==> src/rtl/sprite_pkg.sv <==
// rtl/sprite_pkg.sv - shared types and default geometry for the sprite sequencer
package sprite_pkg;

    localparam int DEF_CORDW       = 10;
    localparam int DEF_MAX_SPRITES = 8;
    localparam int DEF_SPR_IDW     = 4;
    localparam int ENTRYW          = 4 + DEF_SPR_IDW + 2 * DEF_CORDW;

    typedef struct packed {
        logic                   valid;
        logic [2:0]             scale;
        logic [DEF_SPR_IDW-1:0] id;
        logic [DEF_CORDW-1:0]   y;
        logic [DEF_CORDW-1:0]   x;
    } sprite_entry_t;

    typedef enum logic [2:0] {
        S_IDLE,
        S_SCAN,
        S_LOAD,
        S_RUN,
        S_NEXT,
        S_DONE
    } seq_state_t;

endpackage

==> src/rtl/sprite_sequencer.sv <==
// rtl/sprite_sequencer.sv - per-frame walk of a double-buffered sprite table driving one renderer
module sprite_sequencer
    import sprite_pkg::*;
#(
    parameter int CORDW       = DEF_CORDW,
    parameter int MAX_SPRITES = DEF_MAX_SPRITES,
    parameter int SPR_IDW     = DEF_SPR_IDW,
    localparam int AW = $clog2(MAX_SPRITES),
    localparam int EW = 4 + SPR_IDW + 2 * CORDW
) (
    input  logic               clk,
    input  logic               rst_n,
    input  logic               frame_start,
    input  logic               tbl_we,
    input  logic [AW-1:0]      tbl_waddr,
    input  logic [EW-1:0]      tbl_wdata,
    output logic               r_rst,
    output logic               r_enable,
    output logic [CORDW-1:0]   r_sx,
    output logic [CORDW-1:0]   r_sy,
    output logic [2:0]         r_scale,
    output logic [SPR_IDW-1:0] r_sprite_id,
    input  logic               r_finished,
    output logic               busy,
    output logic               done,
    output logic               overrun
);

    logic [1:0] rst_sync;
    logic       rst_int_n;

    // Reset asserts immediately, releases two edges later in this clock domain.
    always_ff @(posedge clk or negedge rst_n) begin
        if (!rst_n) rst_sync <= 2'b00;
        else        rst_sync <= {rst_sync[0], 1'b1};
    end
    assign rst_int_n = rst_sync[1];

    logic [EW-1:0] shadow [MAX_SPRITES];
    logic [EW-1:0] active [MAX_SPRITES];

    seq_state_t    state, state_d;
    logic [AW-1:0] idx, idx_d;
    logic          first_run;
    logic          last;

    logic [EW-1:0]      cur;
    logic               cur_valid;
    logic [2:0]         cur_scale;
    logic [SPR_IDW-1:0] cur_id;
    logic [CORDW-1:0]   cur_y;
    logic [CORDW-1:0]   cur_x;

    assign cur       = active[idx];
    assign cur_valid = cur[EW-1];
    assign cur_scale = cur[EW-2 -: 3];
    assign cur_id    = cur[2*CORDW +: SPR_IDW];
    assign cur_y     = cur[CORDW +: CORDW];
    assign cur_x     = cur[0 +: CORDW];
    assign last      = (idx == AW'(MAX_SPRITES - 1));

    // Snapshot reads the shadow before any same-edge write lands.
    always_ff @(posedge clk or negedge rst_int_n) begin
        if (!rst_int_n) begin
            for (int i = 0; i < MAX_SPRITES; i++) begin
                shadow[i] <= '0;
                active[i] <= '0;
            end
        end else begin
            if (tbl_we) shadow[tbl_waddr] <= tbl_wdata;
            if (state == S_IDLE && frame_start) begin
                for (int i = 0; i < MAX_SPRITES; i++) active[i] <= shadow[i];
            end
        end
    end

    always_comb begin
        state_d = state;
        idx_d   = idx;
        case (state)
            S_IDLE: begin
                if (frame_start) begin
                    state_d = S_SCAN;
                    idx_d   = '0;
                end
            end
            S_SCAN: begin
                if (cur_valid)  state_d = S_LOAD;
                else if (last)  state_d = S_DONE;
                else            idx_d   = idx + AW'(1);
            end
            S_LOAD: state_d = S_RUN;
            // The renderer's flag from the previous sprite may still be visible on the first cycle.
            S_RUN: begin
                if (!first_run && r_finished) state_d = S_NEXT;
            end
            S_NEXT: begin
                if (last) begin
                    state_d = S_DONE;
                end else begin
                    state_d = S_SCAN;
                    idx_d   = idx + AW'(1);
                end
            end
            S_DONE:  state_d = S_IDLE;
            default: state_d = S_IDLE;
        endcase
    end

    always_ff @(posedge clk or negedge rst_int_n) begin
        if (!rst_int_n) begin
            state       <= S_IDLE;
            idx         <= '0;
            first_run   <= 1'b0;
            r_rst       <= 1'b0;
            r_enable    <= 1'b0;
            busy        <= 1'b0;
            done        <= 1'b0;
            overrun     <= 1'b0;
            r_sx        <= '0;
            r_sy        <= '0;
            r_scale     <= '0;
            r_sprite_id <= '0;
        end else begin
            state     <= state_d;
            idx       <= idx_d;
            first_run <= (state == S_LOAD);
            r_rst     <= (state_d == S_LOAD);
            r_enable  <= (state_d == S_RUN);
            busy      <= (state_d != S_IDLE) && (state_d != S_DONE);
            done      <= (state_d == S_DONE);
            overrun   <= frame_start && (state != S_IDLE);
            if (state == S_SCAN && cur_valid) begin
                r_sx        <= cur_x;
                r_sy        <= cur_y;
                r_scale     <= cur_scale;
                r_sprite_id <= cur_id;
            end
        end
    end

endmodule

==> config.mk <==
export PLATFORM = sky130hd
export DESIGN_NAME = sprite_sequencer
export DESIGN_NICKNAME = d
export VERILOG_FILES = /design/src/rtl/sprite_pkg.sv /design/src/rtl/sprite_sequencer.sv
export SDC_FILE = /design/constraint.sdc
export NUM_CORES = 1
export LEC_CHECK = 0
export ABC_AREA = 0
export CORE_MARGIN = 2
export CORE_UTILIZATION = 45
export CTS_BUF_LIST = sky130_fd_sc_hd__clkbuf_2 sky130_fd_sc_hd__clkbuf_4 sky130_fd_sc_hd__clkbuf_8
export DETAILED_ROUTE_END_ITERATION = 8
export MAX_ROUTING_LAYER = met4
export PLACE_DENSITY = 0.61
export SYNTH_ARGS = -nofsm -noshare
export SYNTH_HDL_FRONTEND = slang
export SYNTH_SLANG_ARGS = --single-unit
==> constraint.sdc <==
create_clock -name clk -period 14.1 [get_ports clk]
set_clock_uncertainty 0.15 [all_clocks]
set_input_delay 1.41 -clock clk [delete_from_list [all_inputs] [get_ports clk]]
set_output_delay 1.41 -clock clk [all_outputs]
set_load 0.02 [all_outputs]
After elaboration in Yosys (flattened, before gate mapping). Index checks and enable logic that the tools add are counted.

Bits in registers: 489. Input bits: 36. Output and inout port bits: 32. Logic and storage cells: 74.

$add $sub $neg: 1. Order comparisons: 3. Equality and inequality tests: 11. Muxes and demuxes: 16. Bitwise gates (word level): 2. Reduce and logical (&&, ||, !) cells: 12.

Operators with widths (count): bitwise mux 224 bit (1); binary-select mux 28 bit (select 3 bit) (1); demux 28 bit (select 3 bit) (1); 2-to-1 mux 28 bit (3); 2-to-1 mux 3 bit (8); case mux 3 bit (5 select lines) (1); equality test 3 x 2 -> 1 bit (second input constant) (4); equality test 3 bit (second input constant) (3); case mux 3 bit (3 select lines) (1); nonzero test 3 bit (3); >= comparator 4 bit (second input constant) (2); inverter 3 -> 4 bit (2); logical AND 1 bit (6); < comparator 4 x 1 -> 1 bit (second input constant) (1); != test 2 bit (second input constant) (2); adder 3 x 1 -> 3 bit (second input constant) (1); equality test 3 x 1 -> 1 bit (second input constant) (1); zero test 3 bit (1); != test 3 bit (second input constant) (1); AND reduction 3 bit (1); zero test 1 bit (1).

Longest topological paths before layout. Gate-level depths: netlist of the first run.

Word-level depth: 8. Mapped depth: 7. Gate-level depth less buffers: 6.

Least setup slack after synthesis of the first run. No wires, ideal clock.

Path type: in2reg. Start point: in tbl_waddr[1]. End point: reg shadow[63] in the netlist's numbering. Setup time: 0.125 ns. Arrival: 2.837 ns. Data required time: 13.825 ns. Slack: 10.988 ns. Stages on the path: 5. Path buffers: 3. Cells stage by stage: clkbuf_1 > nand4b_1 > clkbuf_1 > clkbuf_1 > mux2_2.

Cells in the longest elaborated chain, start to end: 6. Elaborated cells on any way between the ends: 7. Those cells by class: order compare: 2; mux: 3; bitwise: 1; reduce/logical: 1.

Ends and longest elaborated chain: start: declaration (RTL line sprite_sequencer.sv:15) `input logic [AW-1:0] tbl_waddr,`; inverter 3 -> 4 bit (implied by the code) (*) (RTL line sprite_sequencer.sv:70) `if (tbl_we) shadow[tbl_waddr] <= tbl_wdata;`; >= comparator 4 bit (implied by the code) or < comparator 4 x 1 -> 1 bit (tied branches) (RTL line sprite_sequencer.sv:70); logical AND 1 bit (implied by the code) (RTL line sprite_sequencer.sv:70); 2-to-1 mux 28 bit (implied by the code) (RTL line sprite_sequencer.sv:70); demux 28 bit (select 3 bit) (*) (RTL line sprite_sequencer.sv:70); bitwise mux 224 bit (*) (RTL line sprite_sequencer.sv:70); end signal: indexed assignment (RTL line sprite_sequencer.sv:70); end: declaration (RTL line sprite_sequencer.sv:39) `logic [EW-1:0] shadow [MAX_SPRITES];`.

Every way passes the cells marked *; elsewhere a longest branch is shown, timed or not. A chain may end at the register's enable or synchronous reset.

Final worst setup path of the first run.
Start point: in frame_start. End point: reg active[32] in the netlist's numbering.

Cells in the longest elaborated chain, start to end: 1.

Ends and longest elaborated chain: start: declaration (RTL line sprite_sequencer.sv:13) `input logic frame_start,`; logical AND 1 bit (RTL line sprite_sequencer.sv:71) `if (state == S_IDLE && frame_start) begin`; end signal: indexed assignment (RTL line sprite_sequencer.sv:67) `active[i] <= '0;`; end: declaration (RTL line sprite_sequencer.sv:40) `logic [EW-1:0] active [MAX_SPRITES];`.

Every way passes these cells.

==> out/qor.yml, run 1 <==
clock_tree:
  numCtsBuffers: 81
  hold_buffers: 0
  path_clk_slew_ns: 0.06
  cts_sinks: 489
  cts_resized: 0
  clock_latency_ns: 0.62
  clockRootBuffer: "clkbuf_8"
  htree_levels: 3
  clock_path_buffers: 3
  cts_tree: "yes"
  cts_setup_buffers: 0
placed_design:
  postPlaceCellArea_um2: 21200
  globalplace.congestion: 0.681
  placed_cells: 1805
  numPortBuffers: 67
  dp_hpwl_mm: 21.5
sta:
  slew_headroom: 0.196
  fin_setup_tns_ns: 0
  hold_viol: 0
  fmax_ghz: 0.269
  whs_ns: 0.140
  rsz0062_at_grt: "no"
  setup_viol: 0
  period_share: 0.263
  fin_crit_ns: 3.71
  worst_pin_slew_ns: 1.21
  drv_slew: 0
global_route:
  grt_antenna_before_repair: 1
  grt_usage: 0.192
  grt_overflow: 0
  grt_max_degree: 194
  grt_pass1_vias: 11382
  grt_pass1_wl_mm: 66.6
setup_path:
  cp.arrival_ns: 4.05
  worstRegToRegCells: 7
  cp-end-kind: "flop"
  cp.required_ns: 14.44
  crit_type: "input port to flop"
  path_max_fanout: 179
  start_kind: "input port"
die:
  die-area_um2: 45900
  start_util: 0.458
  die_w_um: 214
  core-area_um2: 43400
  die_y_um: 214
  num_rows: 76
  boundaryPins: 68
cells_and_area:
  final_cells: 1948
  syn2layout_area_growth_pct: 15.1
  drive_above_1_share: 0.496
  design_area_um2: 22900
  nets: 1341
  utilization: 0.528
power_and_ir_drop:
  switchingPower_mw: 1.49
  p_leak_nw: 9.77
  swShare: 0.295
  p_per_area_nw_per_um2: 221
  ir_drop_mv: 0.110
  combPwrFrac: 0.304
  p_clk_frac: 0.257
  seqPwrFrac: 0.440
  p_int_mw: 3.56
route:
  ant_nets: 0
  via_per_inst: 5.37
  dr.pass1.iters: 4
  dr.first_iter.drc_count: 562
  postRouteWirelength_mm: 41.2
  routedWlPerCell_um: 21.2
  drc_errors: 0
  vias: 10459
synthesis:
  synthDistinctLibCells: 32
  yosysTopAreaCellShare: 0.616
  async_flop_share: 1.00
  synth_warnings: 0
  yosysSeqAreaShare: 0.616
  synth_top_flop_cell: "dfrtp_1"
  yosysMostFrequentCell: "dfrtp_1"
  synth_edf_count: 0
  netlist_instances: 1211
  ys_seq_elements: 489
  synth_area_leader_cell: "dfrtp_1"
  syn_area_um2: 19900
  synth.avg_cell_area_um2: 16.4
  netlist_top_cells_area: "dfrtp_1 62%, mux2_2 25%, mux4_2 6.3%"
  synth_common_cells: "489 x dfrtp_1, 448 x mux2_2, 56 x a21oi_1, 56 x mux4_2, 42 x clkbuf_1"
  syn_nets: 1249
outcome:
  status: "finished clean"
flow_run:
  max_cap_violations: 0
worst_hold_path:
  hp-class: "flop to asynchronous set/reset pin"
## power by group through the flow
stage / registers [mW] / logic [mW] / clock network [mW]
finish: 2.22 / 1.53 / 1.30
global route: 2.29 / 1.66 / 1.41
CTS: 2.23 / 1.56 / 1.34
detailed placement: 2.25 / 1.55 / 0
global placement: 2.23 / 1.52 / 0
floorplan: 2.19 / 1.15 / 0
## per-layer routing
| layer | vias up | track usage | wire length (um) |
|---|---|---|---|
| li1 | 4623 | - | - |
| met1 | 5597 | 0.267 | 19800 |
| met2 | 182 | 0.291 | 19000 |
| met3 | 57 | 0.0357 | 1730 |
| met4 | 0 | 0.0537 | 670 |
| met5 | - | - | 0 |
## sequential cells by signal, indices dropped and copies added, names as in the netlist
register     count
active         224
shadow         224
r_sx            10
r_sy            10
r_sprite_id      4
idx              3
r_scale          3
state            3
rst_sync         2
busy             1
done             1
first_run        1
overrun          1
r_enable         1
r_rst            1
## final cells by class
class | instances | area, um^2
Sequential cell | 489 | 12200
Multi-Input combinational cell | 643 | 7320
Fill cell | 3662 | 20500
Clock buffer | 134 | 1650
Timing Repair Buffer | 85 | 843
Clock inverter | 8 | 72.6
Tap cell | 585 | 732
Antenna cell | 1 | 2.50
Inverter | 3 | 11.3
## placed cells by master (no fill, tap or decap), drive strengths merged, types with 3 or more instances in the layout
cell             n
nand3b           3
o21ai            4
mux4            56
inv              3
clkinvlp         3
a21oi           56
buf             18
nand2b           4
nand4b           3
nor2b            4
mux2           453
nand2            3
dfrtp          489
nor3b            4
clkdlybuf4s50   67
clkbuf         134
mux2i           33
nor3             5
clkinv           4
## critical path, stage by stage
cell and delay [ns]:
clkdlybuf4s50_1 0.55, and2_4 0.62, buf_12 0.70, mux2_2 0.43
## through the flow
| stage | setup slack (ns) | total power, mW |
|---|---|---|
| finish | 10.39 | 5.05 |
| global route | 10.39 | 5.36 |
| CTS | 10.52 | 5.12 |
| detailed placement | 9.87 | 3.80 |
| global placement | 9.85 | 3.75 |
| floorplan | 5.99 | 3.34 |
## cell families (layout without fill, tap and decap cells)
| group | Yosys count | after routing | synth area share |
|---|---|---|---|
| xor+xnor | 1 | 1 | 0.000441 |
| buf+inv | 79 | 230 | 0.0174 |
| mux | 542 | 542 | 0.337 |
| other cells | 1 | 2 | 0.000189 |
| flops | 489 | 489 | 0.616 |
| fa+ha+maj | 2 | 2 | 0.00126 |
| compound gates | 66 | 66 | 0.0179 |
| simple gates | 31 | 31 | 0.0101 |
## final timing paths
path / from / to / slack (ns)
worst max-delay path: frame_start / active[32] / 10.39
worst max register to register: idx[0] / idx[0] / 10.78
min in group clk: rst_sync[0] / rst_sync[1] / 0.20
worst min-delay path: rst_sync[1] / active[147] / 0.14
worst min register to register: rst_sync[1] / active[147] / 0.14
max in group asynchronous: rst_sync[1] / idx[0] / 11.29
Note: power is estimated with default switching activity, not from simulation.
==> run 2, diff against run 1 <==
- clock period: 14.1 -> 3 ns (I/O delays scaled with it)
==> out/qor.yml, run 2 (synthesis results as in run 1) <==
outcome:
  status: "finished clean"
route:
  dr.first_iter.drc_count: 577
  postRouteWirelength_mm: 41.6
  drc_errors: 0
  ant_nets: 0
  via_per_inst: 5.34
  routedWlPerCell_um: 21.0
  dr.pass1.iters: 4
  vias: 10544
die:
  core-area_um2: 43400
  die-area_um2: 45900
  num_rows: 76
  die_y_um: 214
  start_util: 0.458
  die_w_um: 214
  boundaryPins: 68
cells_and_area:
  multi_input_area_um2: 7320
  syn2layout_area_growth_pct: 17.4
  design_area_um2: 23300
  final_cells: 1976
  nets: 1368
  final_cell_mix: "486 x dfrtp_1, 448 x mux2_2, 105 x clkbuf_8, 67 x clkdlybuf4s50_1"
  drive_above_1_share: 0.506
  layout_commonest_cell: "dfrtp_1"
  regArea_um2: 12200
  fillers: 3628
  top_regs: "active x224, shadow x224"
  utilization: 0.538
setup_path:
  cp_slowest_stage_delay_ns: 0.61
  path_max_fanout: 29
  r2r_end: "state[1]"
  r2r_start: "idx[0]"
  crit_buf_inv: 0
  cp.required_ns: 3.35
  start_kind: "flop"
  cp-end-kind: "flop"
  path_cells: "mux2_1, mux4_2, and2_2, nand2b_1"
  worstRegToRegCells: 4
  cp.arrival_ns: 2.90
  worst-r2r-setup-slack_ns: 0.45
  cp_slowest_cell: "mux4_2"
  crit_type: "flop to flop"
  cp_top_family: "multiplexers"
clock_tree:
  cts_resized: 0
  clock_path_buffers: 3
  cts_tree: "yes"
  path_clk_slew_ns: 0.06
  numCtsBuffers: 82
  cts_setup_buffers: 0
  cts_sinks: 489
  clock_latency_ns: 0.62
  clockRootBuffer: "clkbuf_8"
  htree_levels: 3
sta:
  setup_ws_ns: 0.447
  rsz0062_at_grt: "no"
  setup_viol: 0
  fin_crit_ns: 2.55
  drv_slew: 0
  slew_headroom: 0.371
  fmax_ghz: 0.392
  hold_viol: 0
  fin_setup_tns_ns: 0
  worst_pin_slew_ns: 0.944
  period_share: 0.851
placed_design:
  numPortBuffers: 67
  preCtsSetupSlack_ns: 0.457
  placed_cells: 1830
  globalplace.congestion: 0.737
  dp_hpwl_mm: 23.1
  postPlaceCellArea_um2: 21600
flow_run:
  max_cap_violations: 0
power_and_ir_drop:
  p_leak_nw: 9.98
  p_per_area_nw_per_um2: 1030
  ir_drop_mv: 0.657
worst_hold_path:
  hp-class: "flop to asynchronous set/reset pin"
global_route:
  grt_pass1_wl_mm: 66.9
  grt_usage: 0.193
  grt_overflow: 0
  grt_antenna_before_repair: 1
  grt_pass1_vias: 11436
  grt_max_degree: 96
[run 2: layout make-up]
type	instances	area share
diodes	1	0.000107
clock buffers	134	0.0713
clock inverters	10	0.00397
inverters	3	0.000483
multi-input cells	643	0.314
flip-flops and latches	489	0.525
well taps	585	0.0314
repair buffers	111	0.0543
[run 2: worst reg2reg max path, stage by stage (launching register included)]
cell and delay, ns:
dfrtp_4 0.52, mux2_1 0.32, mux4_2 0.61, and2_2 0.54
nand2b_1 0.28
[run 2: worst max-delay path by stage]
stage	from	endpoint	depth (start not counted)
global placement	idx[0]	state[1]	4
CTS	idx[0]	state[1]	4
global route	idx[0]	r_sx[7]	4
finish	idx[0]	state[1]	4
detailed placement	idx[0]	state[1]	4
floorplan	rst_sync[1]	active[0]	0
[run 2: report_power, final]
part           switching (mW)  internal [mW]  leakage (nW)
clock network            2.62           3.58         0.924
registers                1.30           9.07          5.88
logic                    3.15           4.30          3.17
[run 2: routing by layer]
| layer | vias to the layer above | track usage | part of all wire |
|---|---|---|---|
| li1 | 4678 | - | - |
| met1 | 5638 | 0.263 | 0.47 |
| met2 | 165 | 0.296 | 0.47 |
| met3 | 63 | 0.0353 | 0.039 |
| met4 | 0 | 0.0593 | 0.017 |
| met5 | - | - | 0 |
[run 2: metrics by stage]
| stage | hold slack, ns | power (mW) |
|---|---|---|
| finish | 0.162 | 24.0 |
| global route | 0.204 | 25.5 |
| CTS | 0.163 | 24.4 |
| detailed placement | 0.181 | 18.1 |
| global placement | 0.182 | 17.8 |
| floorplan | -0.146 | 15.7 |
[run 2: what timing repair did]
item,CTS,global route
endpoints found under the setup margin,0,0
hold endpoints to repair,2,0
hold buffers,1,0
==> run 3, diff against run 2 <==
- CAP_MARGIN: not set -> 20
==> results of run 3 <==
Same layout as run 2: the final DEF is identical, and so are final timing and power.
